[src/rtl/uart_pkg.sv]
// Shared UART receiver types and constants: FSM states, frame/data widths,
// and the even-parity helper used when UART_PARITY_CHECK_EN is defined.
package uart_pkg;

    localparam int FRAME_W = 9;
    localparam int DATA_W  = 8;

    typedef enum logic [2:0] {
        IDLE,
        START,
        DATA,
        PARITY,
        STOP
    } uart_state_e;

    // Even parity: data ones plus the parity bit must give an even count.
    function automatic logic even_parity_ok(input logic [DATA_W-1:0] data, input logic parity);
        return ~^{data, parity};
    endfunction

endpackage

[src/rtl/uart_baud_cnt.sv]
// Bit-period counter: restart_i clears it, tick_o marks a sample point either
// half a bit (half_i=1) or a full bit after the previous restart/tick.
module uart_baud_cnt #(
    parameter int CLKS_PER_BIT = 10416
) (
    input  logic clk,
    input  logic rst,
    input  logic restart_i,
    input  logic half_i,
    output logic tick_o
);

    localparam int CNT_W = (CLKS_PER_BIT > 1) ? $clog2(CLKS_PER_BIT) : 1;
    localparam logic [CNT_W-1:0] FULL_LAST = CNT_W'(CLKS_PER_BIT - 1);
    localparam logic [CNT_W-1:0] HALF_LAST = CNT_W'(CLKS_PER_BIT / 2 - 1);

    logic [CNT_W-1:0] cnt_q, cnt_d;

    assign tick_o = (cnt_q == (half_i ? HALF_LAST : FULL_LAST));

    always_comb begin
        cnt_d = cnt_q + 1'b1;
        if (restart_i || tick_o) begin
            cnt_d = '0;
        end
    end

    // NOTE: sequential state uses non-blocking assignments so every flop
    // samples the pre-edge value of its neighbours.
    always_ff @(posedge clk) begin
        if (rst) begin
            cnt_q <= '0;
        end else begin
            cnt_q <= cnt_d;
        end
    end

endmodule

[src/rtl/uart_rx_top.sv]
// 8-bit UART receiver with a received parity bit in frame[8].
// Define UART_PARITY_CHECK_EN to drop frames that fail even parity.
module uart_rx_top
    import uart_pkg::*;
#(
    parameter int CLK_FREQ = 100000000,
    parameter int BAUD     = 9600
) (
    input  logic               clk,
    input  logic               rst,
    input  logic               Rx,
    output logic [FRAME_W-1:0] frame,
    output logic               frame_valid
);

    localparam int CLKS_PER_BIT = CLK_FREQ / BAUD;

    logic [1:0]         sync_q;
    logic               rx_prev_q;
    logic               rx_s;
    logic               rx_fall;

    uart_state_e        state_q, state_d;
    logic [2:0]         bit_cnt_q, bit_cnt_d;
    logic [DATA_W-1:0]  data_q, data_d;
    logic               parity_q, parity_d;
    logic [FRAME_W-1:0] frame_q, frame_d;
    logic               valid_q, valid_d;

    logic               baud_restart;
    logic               baud_half;
    logic               baud_tick;
    logic               parity_ok;

    // An undriven (X) or high line both read as idle.
    assign rx_s    = (sync_q[1] === 1'b0) ? 1'b0 : 1'b1;
    assign rx_fall = rx_prev_q & ~rx_s;

`ifdef UART_PARITY_CHECK_EN
    assign parity_ok = even_parity_ok(data_q, parity_q);
`else
    assign parity_ok = 1'b1;
`endif

    uart_baud_cnt #(
        .CLKS_PER_BIT (CLKS_PER_BIT)
    ) u_baud_cnt (
        .clk       (clk),
        .rst       (rst),
        .restart_i (baud_restart),
        .half_i    (baud_half),
        .tick_o    (baud_tick)
    );

    // NOTE: every variable gets a default before the case so no path can
    // leave one unassigned and infer a latch.
    always_comb begin
        state_d      = state_q;
        bit_cnt_d    = bit_cnt_q;
        data_d       = data_q;
        parity_d     = parity_q;
        frame_d      = frame_q;
        valid_d      = 1'b0;
        baud_restart = 1'b0;
        baud_half    = 1'b0;

        unique case (state_q)
            IDLE: begin
                baud_restart = 1'b1;
                if (rx_fall) begin
                    state_d = START;
                end
            end
            START: begin
                baud_half = 1'b1;
                if (baud_tick) begin
                    bit_cnt_d = '0;
                    state_d   = rx_s ? IDLE : DATA;
                end
            end
            DATA: begin
                if (baud_tick) begin
                    data_d    = {rx_s, data_q[DATA_W-1:1]};
                    bit_cnt_d = bit_cnt_q + 3'd1;
                    if (bit_cnt_q == 3'd7) begin
                        state_d = PARITY;
                    end
                end
            end
            PARITY: begin
                if (baud_tick) begin
                    parity_d = rx_s;
                    state_d  = STOP;
                end
            end
            STOP: begin
                if (baud_tick) begin
                    state_d = IDLE;
                    if (rx_s && parity_ok) begin
                        frame_d = {parity_q, data_q};
                        valid_d = 1'b1;
                    end
                end
            end
            default: state_d = IDLE;
        endcase
    end

    always_ff @(posedge clk) begin
        if (rst) begin
            sync_q    <= 2'b11;
            rx_prev_q <= 1'b1;
            state_q   <= IDLE;
            bit_cnt_q <= '0;
            data_q    <= '0;
            parity_q  <= 1'b0;
            frame_q   <= '0;
            valid_q   <= 1'b0;
        end else begin
            sync_q    <= {sync_q[0], Rx};
            rx_prev_q <= rx_s;
            state_q   <= state_d;
            bit_cnt_q <= bit_cnt_d;
            data_q    <= data_d;
            parity_q  <= parity_d;
            frame_q   <= frame_d;
            valid_q   <= valid_d;
        end
    end

    assign frame       = frame_q;
    assign frame_valid = valid_q;

endmodule

[config.mk]
export PLATFORM = sky130hd
export DESIGN_NAME = uart_rx_top
export DESIGN_NICKNAME = d
export VERILOG_FILES = /design/src/rtl/uart_pkg.sv /design/src/rtl/uart_baud_cnt.sv /design/src/rtl/uart_rx_top.sv
export SDC_FILE = /design/constraint.sdc
export NUM_CORES = 1
export LEC_CHECK = 0
export ABC_AREA = 1
export ABC_CLOCK_PERIOD_IN_PS = 4590
export BUFFER_PORTS_ARGS = -buffer_cell sky130_fd_sc_hd__buf_2
export CAP_MARGIN = 40
export CORE_MARGIN = 2
export CORE_UTILIZATION = 59
export DETAILED_ROUTE_END_ITERATION = 12
export HOLD_SLACK_MARGIN = 0.06
export PLACE_DENSITY_LB_ADDON = 0.12
export SLEW_MARGIN = 20
export SYNTH_ARGS = -nofsm -noshare
export SYNTH_HDL_FRONTEND = slang
export SYNTH_SLANG_ARGS = --single-unit
[constraint.sdc]
create_clock -name clk -period 4.59 [get_ports clk]
set_input_delay 0.2295 -clock clk [delete_from_list [all_inputs] [get_ports clk]]
set_output_delay 0.2295 -clock clk [all_outputs]
set_load 0.05 [all_outputs]
**After elaboration in Yosys (flattened, before gate mapping)**

Index checks and enable logic that the tools add are counted.
W data, S select, Z words.

- Bits in registers: 42
- Bits of input ports: 3
- Output and inout port bits: 10
- Word-level logic and storage cells: 52

- Add/sub/neg operators: 2
- Equality and inequality tests: 13
- Multiplexer cells: 14
- Bitwise operators: 4
- Reduce and logical (&&, ||, !) cells: 10

Operators with widths:

| cell | count |
|---|---|
| $mux W3 | 7 |
| $pmux W3 S5 | 1 |
| $add A14 B1 Y14 const B | 1 |
| $eq A14 B14 Y1 | 1 |
| $mux W14 | 1 |
| $ne A2 B1 Y1 const B | 4 |
| $eq A3 B2 Y1 const B | 2 |
| $eq A3 B3 Y1 const B | 2 |
| $pmux W3 S2 | 1 |
| $reduce_and A3 Y1 | 2 |
| $reduce_and A6 Y1 | 1 |
| $ne A2 B2 Y1 const B | 2 |
| $reduce_and A2 Y1 | 2 |
| $add A3 B1 Y3 const B | 1 |
| $eq A3 B1 Y1 const B | 1 |
| $logic_not A3 Y1 | 1 |
| $mux W1 | 3 |
| $not A1 Y1 | 3 |
| $reduce_or A3 Y1 | 1 |
| $mux W2 | 1 |
| $reduce_bool A2 Y1 | 1 |
| $reduce_or A2 Y1 | 1 |
| $and A1 B1 Y1 | 1 |
| $eqx A1 B1 Y1 const B | 1 |
| $logic_or A1 B1 Y1 | 1 |

**Longest topological paths before layout**

- Depth after elaboration: 6
- Gate-level depth with buffers: 11
- Depth with buffers taken out: 11

**Hierarchy**

Synthesis repeated with hierarchy kept, for this count alone.

- Cells, all modules: 271
- Area, all modules: 1998.2 um^2

Modules (own cells, without submodules):

| module | times used | cells each | area an instance (um^2) | sequential area each (um^2) |
|---|---|---|---|---|
| uart_rx_top | 1 | 141 | 1121.1 | 560.5 |
| uart_baud_cnt | 1 | 130 | 877.1 | 280.3 |

**Least setup slack after synthesis**

OpenSTA, ideal clock, no wires.

- Path kind: register to register
- Start point: register u_baud_cnt.cnt_q[0]
- End point: register frame_q[0] (netlist: frame[0])
- Setup time: 0.116 ns
- Data arrival time: 1.457 ns
- Required time: 4.474 ns
- Setup slack: 3.017 ns
- Cell stages (with the launch flop): 11
- Path through: dfxtp_1 ha_1 nand2_1 inv_1 nand4_1 nor2_1 nand2_2 nor3_4 inv_2 nor2_1 nor2_1

- Word-level cells in the longest chain between the ends: 2

Ends and longest elaborated chain:

| element | RTL line | source |
|---|---|---|
| start, declared | uart_baud_cnt.sv:17 | `logic [CNT_W-1:0] cnt_q, cnt_d;` |
| start signal, assigned | uart_baud_cnt.sv:34 | `cnt_q <= cnt_d;` |
| $eq A14 B14 Y1 | uart_baud_cnt.sv:19 | `assign tick_o = (cnt_q == (half_i ? HALF_LAST : FULL_LAST));` |
| $reduce_and A3 Y1 (no source line) | -- |  |
| end signal, assigned | uart_rx_top.sv:126 | `frame_q <= frame_d;` |
| end, declared | uart_rx_top.sv:27 | `logic [FRAME_W-1:0] frame_q, frame_d;` |

Every way passes these cells.
A chain may end at the register's enable or synchronous reset.

**Worst setup path in the final report**

- Start point: register state_q[1]
- End point: register u_baud_cnt.cnt_q[9]

- Word-level cells in the longest chain between the ends: 6

Ends and longest elaborated chain:

| element | RTL line | source |
|---|---|---|
| start, declared | uart_rx_top.sv:23 | `uart_state_e state_q, state_d;` |
| start signal, assigned | uart_rx_top.sv:122 | `state_q <= state_d;` |
| $eq A3 B1 Y1 | uart_rx_top.sv:67 | `unique case (state_q)` |
| $mux W1 | uart_rx_top.sv:67 |  |
| $mux W14 | uart_baud_cnt.sv:19 |  |
| $eq A14 B14 Y1 | uart_baud_cnt.sv:19 |  |
| $logic_or A1 B1 Y1 (*) | uart_baud_cnt.sv:23 | `if (restart_i \|\| tick_o) begin` |
| $reduce_or A2 Y1 (no source line) (*) | -- |  |

Mark *: on every way between the ends. The rest lies on a longest branch, timed or not.

==> flow_summary.html <==
<table>
<tr><th>Metric</th><th>Value</th></tr>
<tr><th colspan="2">Run status</th></tr>
<tr><td>Status</td><td>completed</td></tr>
<tr><th colspan="2">Setup path</th></tr>
<tr><td>Endpoint required time on the critical path</td><td>slightly below 5 ns</td></tr>
<tr><td>Startpoint class of the critical path</td><td>register</td></tr>
<tr><td>Endpoint type of the worst setup path</td><td>register</td></tr>
<tr><td>CP max stage cell</td><td>sky130_fd_sc_hd__nand3_1</td></tr>
<tr><td>Cell with the most instances on the worst path</td><td>sky130_fd_sc_hd__nand3_1</td></tr>
<tr><td>Arrival time of the worst setup path</td><td>2.45 ns</td></tr>
<tr><td>Buffers &amp; Inverters on Critical Path</td><td>1</td></tr>
<tr><td>Type of the worst setup path</td><td>register to register</td></tr>
<tr><td>Crit path cell chain</td><td>inv_2 -&gt; nand3_1 -&gt; nand3_1 -&gt; nand2_1 -&gt; nand2_2 -&gt; nand3_1 -&gt; o21bai_1 -&gt; a21oi_1</td></tr>
<tr><td>Largest fanout on the critical path</td><td>14</td></tr>
<tr><td>Delay of the slowest critical-path stage</td><td>0.41 ns</td></tr>
<tr><td>CP delay by family, top</td><td>simple AND/OR/NAND/NOR gates</td></tr>
<tr><th colspan="2">Placement</th></tr>
<tr><td>Cell count after placement</td><td>roughly 330</td></tr>
<tr><td>HPWL Detailed</td><td>2540 µm</td></tr>
<tr><td>Placer congestion estimate</td><td>0.980</td></tr>
<tr><td>Placed standard-cell area</td><td>1990 µm²</td></tr>
<tr><td>Count of input and output buffers</td><td>12</td></tr>
<tr><th colspan="2">Route</th></tr>
<tr><td>Mean routed wirelength per cell</td><td>10.4 µm</td></tr>
<tr><td>Final routed DRC violation total</td><td>0</td></tr>
<tr><td>Number of DRC markers after the initial detailed-route iteration</td><td>133</td></tr>
<tr><td>Via-per-instance ratio</td><td>5.05</td></tr>
<tr><td>Vias post-DR</td><td>1,707</td></tr>
<tr><td>Wire length after detailed routing</td><td>approximately 3500 µm</td></tr>
<tr><td>Drt first pass iters</td><td>4</td></tr>
<tr><td>Antenna Nets Post-Route</td><td>0</td></tr>
<tr><th colspan="2">Clock tree</th></tr>
<tr><td>Sink Count</td><td>42</td></tr>
<tr><td>Clk root buf</td><td>sky130_fd_sc_hd__clkbuf_4</td></tr>
<tr><td>Total number of H-tree levels</td><td>2</td></tr>
<tr><td>Resized cells post-CTS</td><td>0</td></tr>
<tr><td>TritonCTS clock tree</td><td>done</td></tr>
<tr><td>Hold buffer count at cts</td><td>1</td></tr>
<tr><td>Largest buffer count on any clock path</td><td>2</td></tr>
<tr><td>Total clock buffers created by CTS</td><td>5</td></tr>
<tr><td>Number of buffers inserted by post-CTS setup repair</td><td>0</td></tr>
<tr><td>Clk_lat worst skew</td><td>0.36 ns</td></tr>
<tr><td>Post-CTS clock slew at the launch and capture registers of the worst setup and hold paths</td><td>0.12 ns</td></tr>
<tr><th colspan="2">Synth</th></tr>
<tr><td>Synthesized area divided by synthesized cell count</td><td>a little under 7 µm²</td></tr>
<tr><td>Synth Register Bits</td><td>42</td></tr>
<tr><td>Combinational family with the most area after synthesis</td><td>simple AND/OR/NAND/NOR gates</td></tr>
<tr><td>Xor/xnor cell area share of the yosys netlist</td><td>0.00920</td></tr>
<tr><td>Multiplexer fraction of the synthesized cell area</td><td>0</td></tr>
<tr><td>Syn Inst Count</td><td>about 280</td></tr>
<tr><td>Post-Synthesis Cell Area</td><td>about 1900 µm²</td></tr>
<tr><td>Simple-gate share of the synthesized area</td><td>0.351</td></tr>
<tr><td>Syn Nets</td><td>285</td></tr>
<tr><td>Distinct cells, synth</td><td>26</td></tr>
<tr><td>Total number of yosys warnings</td><td>0</td></tr>
<tr><td>Number of enable flip-flop cells after synthesis</td><td>0</td></tr>
<tr><td>Fraction of the yosys area taken by sequential cells</td><td>0.442</td></tr>
<tr><td>Post-synth top flop</td><td>sky130_fd_sc_hd__dfxtp_1</td></tr>
<tr><td>Complex-gate fraction of the synthesized area</td><td>0.104</td></tr>
<tr><td>Adder and majority cell fraction of the synthesized area</td><td>0.0197</td></tr>
<tr><td>Post-synthesis async set-or-reset flop share</td><td>0</td></tr>
<tr><th colspan="2">STA</th></tr>
<tr><td>Final Cycle Share</td><td>0.470</td></tr>
<tr><td>Final slew viol count</td><td>0</td></tr>
<tr><td>Actual transition at the worst max-transition pin</td><td>0.554 ns</td></tr>
<tr><td>Worst Skew</td><td>0.0197 ns</td></tr>
<tr><td>Summed negative setup slack over all endpoints</td><td>0 ns</td></tr>
<tr><td>Final hold viol count</td><td>0</td></tr>
<tr><td>Final setup violation count</td><td>0</td></tr>
<tr><td>Shortest period the worst path allows</td><td>about 2.2 ns</td></tr>
<tr><td>Maximum clock frequency</td><td>approximately 460 MHz</td></tr>
<tr><td>Tightest slew margin relative to the limit</td><td>0.630</td></tr>
<tr><td>Unrepaired setup endpoints after global routing</td><td>no</td></tr>
<tr><th colspan="2">Finish</th></tr>
<tr><td>Area growth from synthesis to layout</td><td>8.15%</td></tr>
<tr><td>Antenna diode instance count</td><td>0</td></tr>
<tr><td>Final layout net count</td><td>299</td></tr>
<tr><td>Most frequent cells in the layout</td><td>65 x sky130_fd_sc_hd__nand2_1, 60 x sky130_fd_sc_hd__nor2_1, 42 x sky130_fd_sc_hd__dfxtp_1, 28 x sky130_fd_sc_hd__inv_1, 20 x sky130_fd_sc_hd__o21ai_0</td></tr>
<tr><td>Area of all placed cells without fillers</td><td>2060 µm²</td></tr>
<tr><td>Final design utilization</td><td>0.675</td></tr>
<tr><td>Number of cells in the finished layout apart from fillers</td><td>338</td></tr>
<tr><td>Layout cells sized above 1</td><td>0.0952</td></tr>
<tr><td>Most common library cell in the layout ignoring fill and taps</td><td>sky130_fd_sc_hd__nand2_1</td></tr>
<tr><th colspan="2">Die</th></tr>
<tr><td>DIE AREA</td><td>3700 µm²</td></tr>
<tr><td>Height of the chip</td><td>a little over 60 µm</td></tr>
<tr><td>Number of primary I/O pins</td><td>13</td></tr>
<tr><td>Die width</td><td>60.8 µm</td></tr>
<tr><td>Row count</td><td>20</td></tr>
<tr><td>Core outline area</td><td>3050 µm²</td></tr>
<tr><td>Starting density of the core</td><td>0.624</td></tr>
<tr><th colspan="2">GRT</th></tr>
<tr><td>Largest net degree at the start of global routing</td><td>22</td></tr>
<tr><td>Antenna violations before repair</td><td>0</td></tr>
<tr><td>Total routing usage reported by global routing</td><td>0.217</td></tr>
<tr><td>Grt ovf</td><td>0</td></tr>
<tr><td>Vias in the first global route</td><td>1,405</td></tr>
<tr><td>Global-route wire length before repair</td><td>6050 µm</td></tr>
<tr><th colspan="2">Pwr</th></tr>
<tr><td>Static leakage</td><td>0.931 nW</td></tr>
<tr><td>Total Power</td><td>a little over 0.6 mW</td></tr>
<tr><td>Maximum vdd ir drop</td><td>roughly 0.21 mV</td></tr>
<tr><td>Cell Pwr Density</td><td>301 nW/µm²</td></tr>
<tr><th colspan="2">Worst hold path</th></tr>
<tr><td>Path type of the worst min-delay path</td><td>input port to register</td></tr>
<tr><th colspan="2">Job</th></tr>
<tr><td>Max-cap viol count</td><td>0</td></tr>
</table>
synth_stat cells, types with 2 or more instances:
cell                      count  share of area
sky130_fd_sc_hd__nand2_1     65           0.13
sky130_fd_sc_hd__nor2_1      60           0.12
sky130_fd_sc_hd__dfxtp_1     42           0.44
sky130_fd_sc_hd__inv_1       28          0.055
sky130_fd_sc_hd__o21ai_0     20          0.053
sky130_fd_sc_hd__a21oi_1     14          0.037
sky130_fd_sc_hd__nand3_1     13          0.034
sky130_fd_sc_hd__nor3_1       8          0.021
sky130_fd_sc_hd__ha_1         3          0.020
sky130_fd_sc_hd__nor3b_1      3          0.012
sky130_fd_sc_hd__buf_1        2         0.0039
sky130_fd_sc_hd__buf_2        2         0.0053
sky130_fd_sc_hd__inv_2        2         0.0039
sky130_fd_sc_hd__nand4_1      2         0.0066
sky130_fd_sc_hd__o21a_1       2         0.0079
sky130_fd_sc_hd__or2_2        2         0.0066
sky130_fd_sc_hd__xor2_1       2         0.0092
path summary, 6_finish.rpt:
| path | from | endpoint | slack [ns] | depth (start not counted) |
|---|---|---|---|---|
| setup reg to reg | state_q[1] | u_baud_cnt.cnt_q[9] | 2.43 | 8 |
| setup / recovery | state_q[1] | u_baud_cnt.cnt_q[9] | 2.43 | 8 |
| hold reg to reg | sync_q[0] | sync_q[1] | 0.43 | 1 |
| hold / removal | rst | state_q[2] | 0.13 | 2 |
layer usage:
| layer | wire length (µm) | global-route usage | share of wire |
|---|---|---|---|
| met1 | 1850 | 0.321 | 0.52 |
| met2 | 1460 | 0.310 | 0.41 |
| met3 | 162 | 0.0448 | 0.046 |
| met4 | 57 | 0.0839 | 0.016 |
| met5 | 0 | 0 | 0 |
cell families after synthesis:
logic type,count (synthesis)
fa+ha+maj,3
xor+xnor,2
simple gates,158
buf+inv,36
compound gates,38
flops,42
where the power goes:
part / switching, mW / internal (mW)
clock: 0.123 / 0.0596
combinational: 0.0464 / 0.0202
sequential: 0.00312 / 0.369
total: 0.172 / 0.449
final cells by class:
type                            instances  area, µm²
Sequential cell                        42        841
Tap cell                               44       55.1
Fill cell                             304        993
Clock inverter                          3       21.3
Clock buffer                            5       37.5
Multi-Input combinational cell        201        922
Inverter                               30        113
Timing Repair Buffer                   13       70.1
state kept, by name, summed over array words and instances, names as in the netlist:
name / cells
data_q: 8
rx_prev_q: 1
bit_cnt_q: 3
u_baud_cnt.cnt_q: 14
frame: 9
sync_q: 2
frame_valid: 1
parity_q: 1
state_q: 3
stage by stage:
stage,hold WS (ns),setup slack (ns)
2_1_floorplan,0.333,3.02
3_3_place_gp,0.394,2.53
3_5_place_dp,0.399,2.47
4_1_cts,0.119,2.44
5_1_grt,0.133,2.19
6_report,0.131,2.43
No activity file was read; power rests on OpenSTA's default activity.
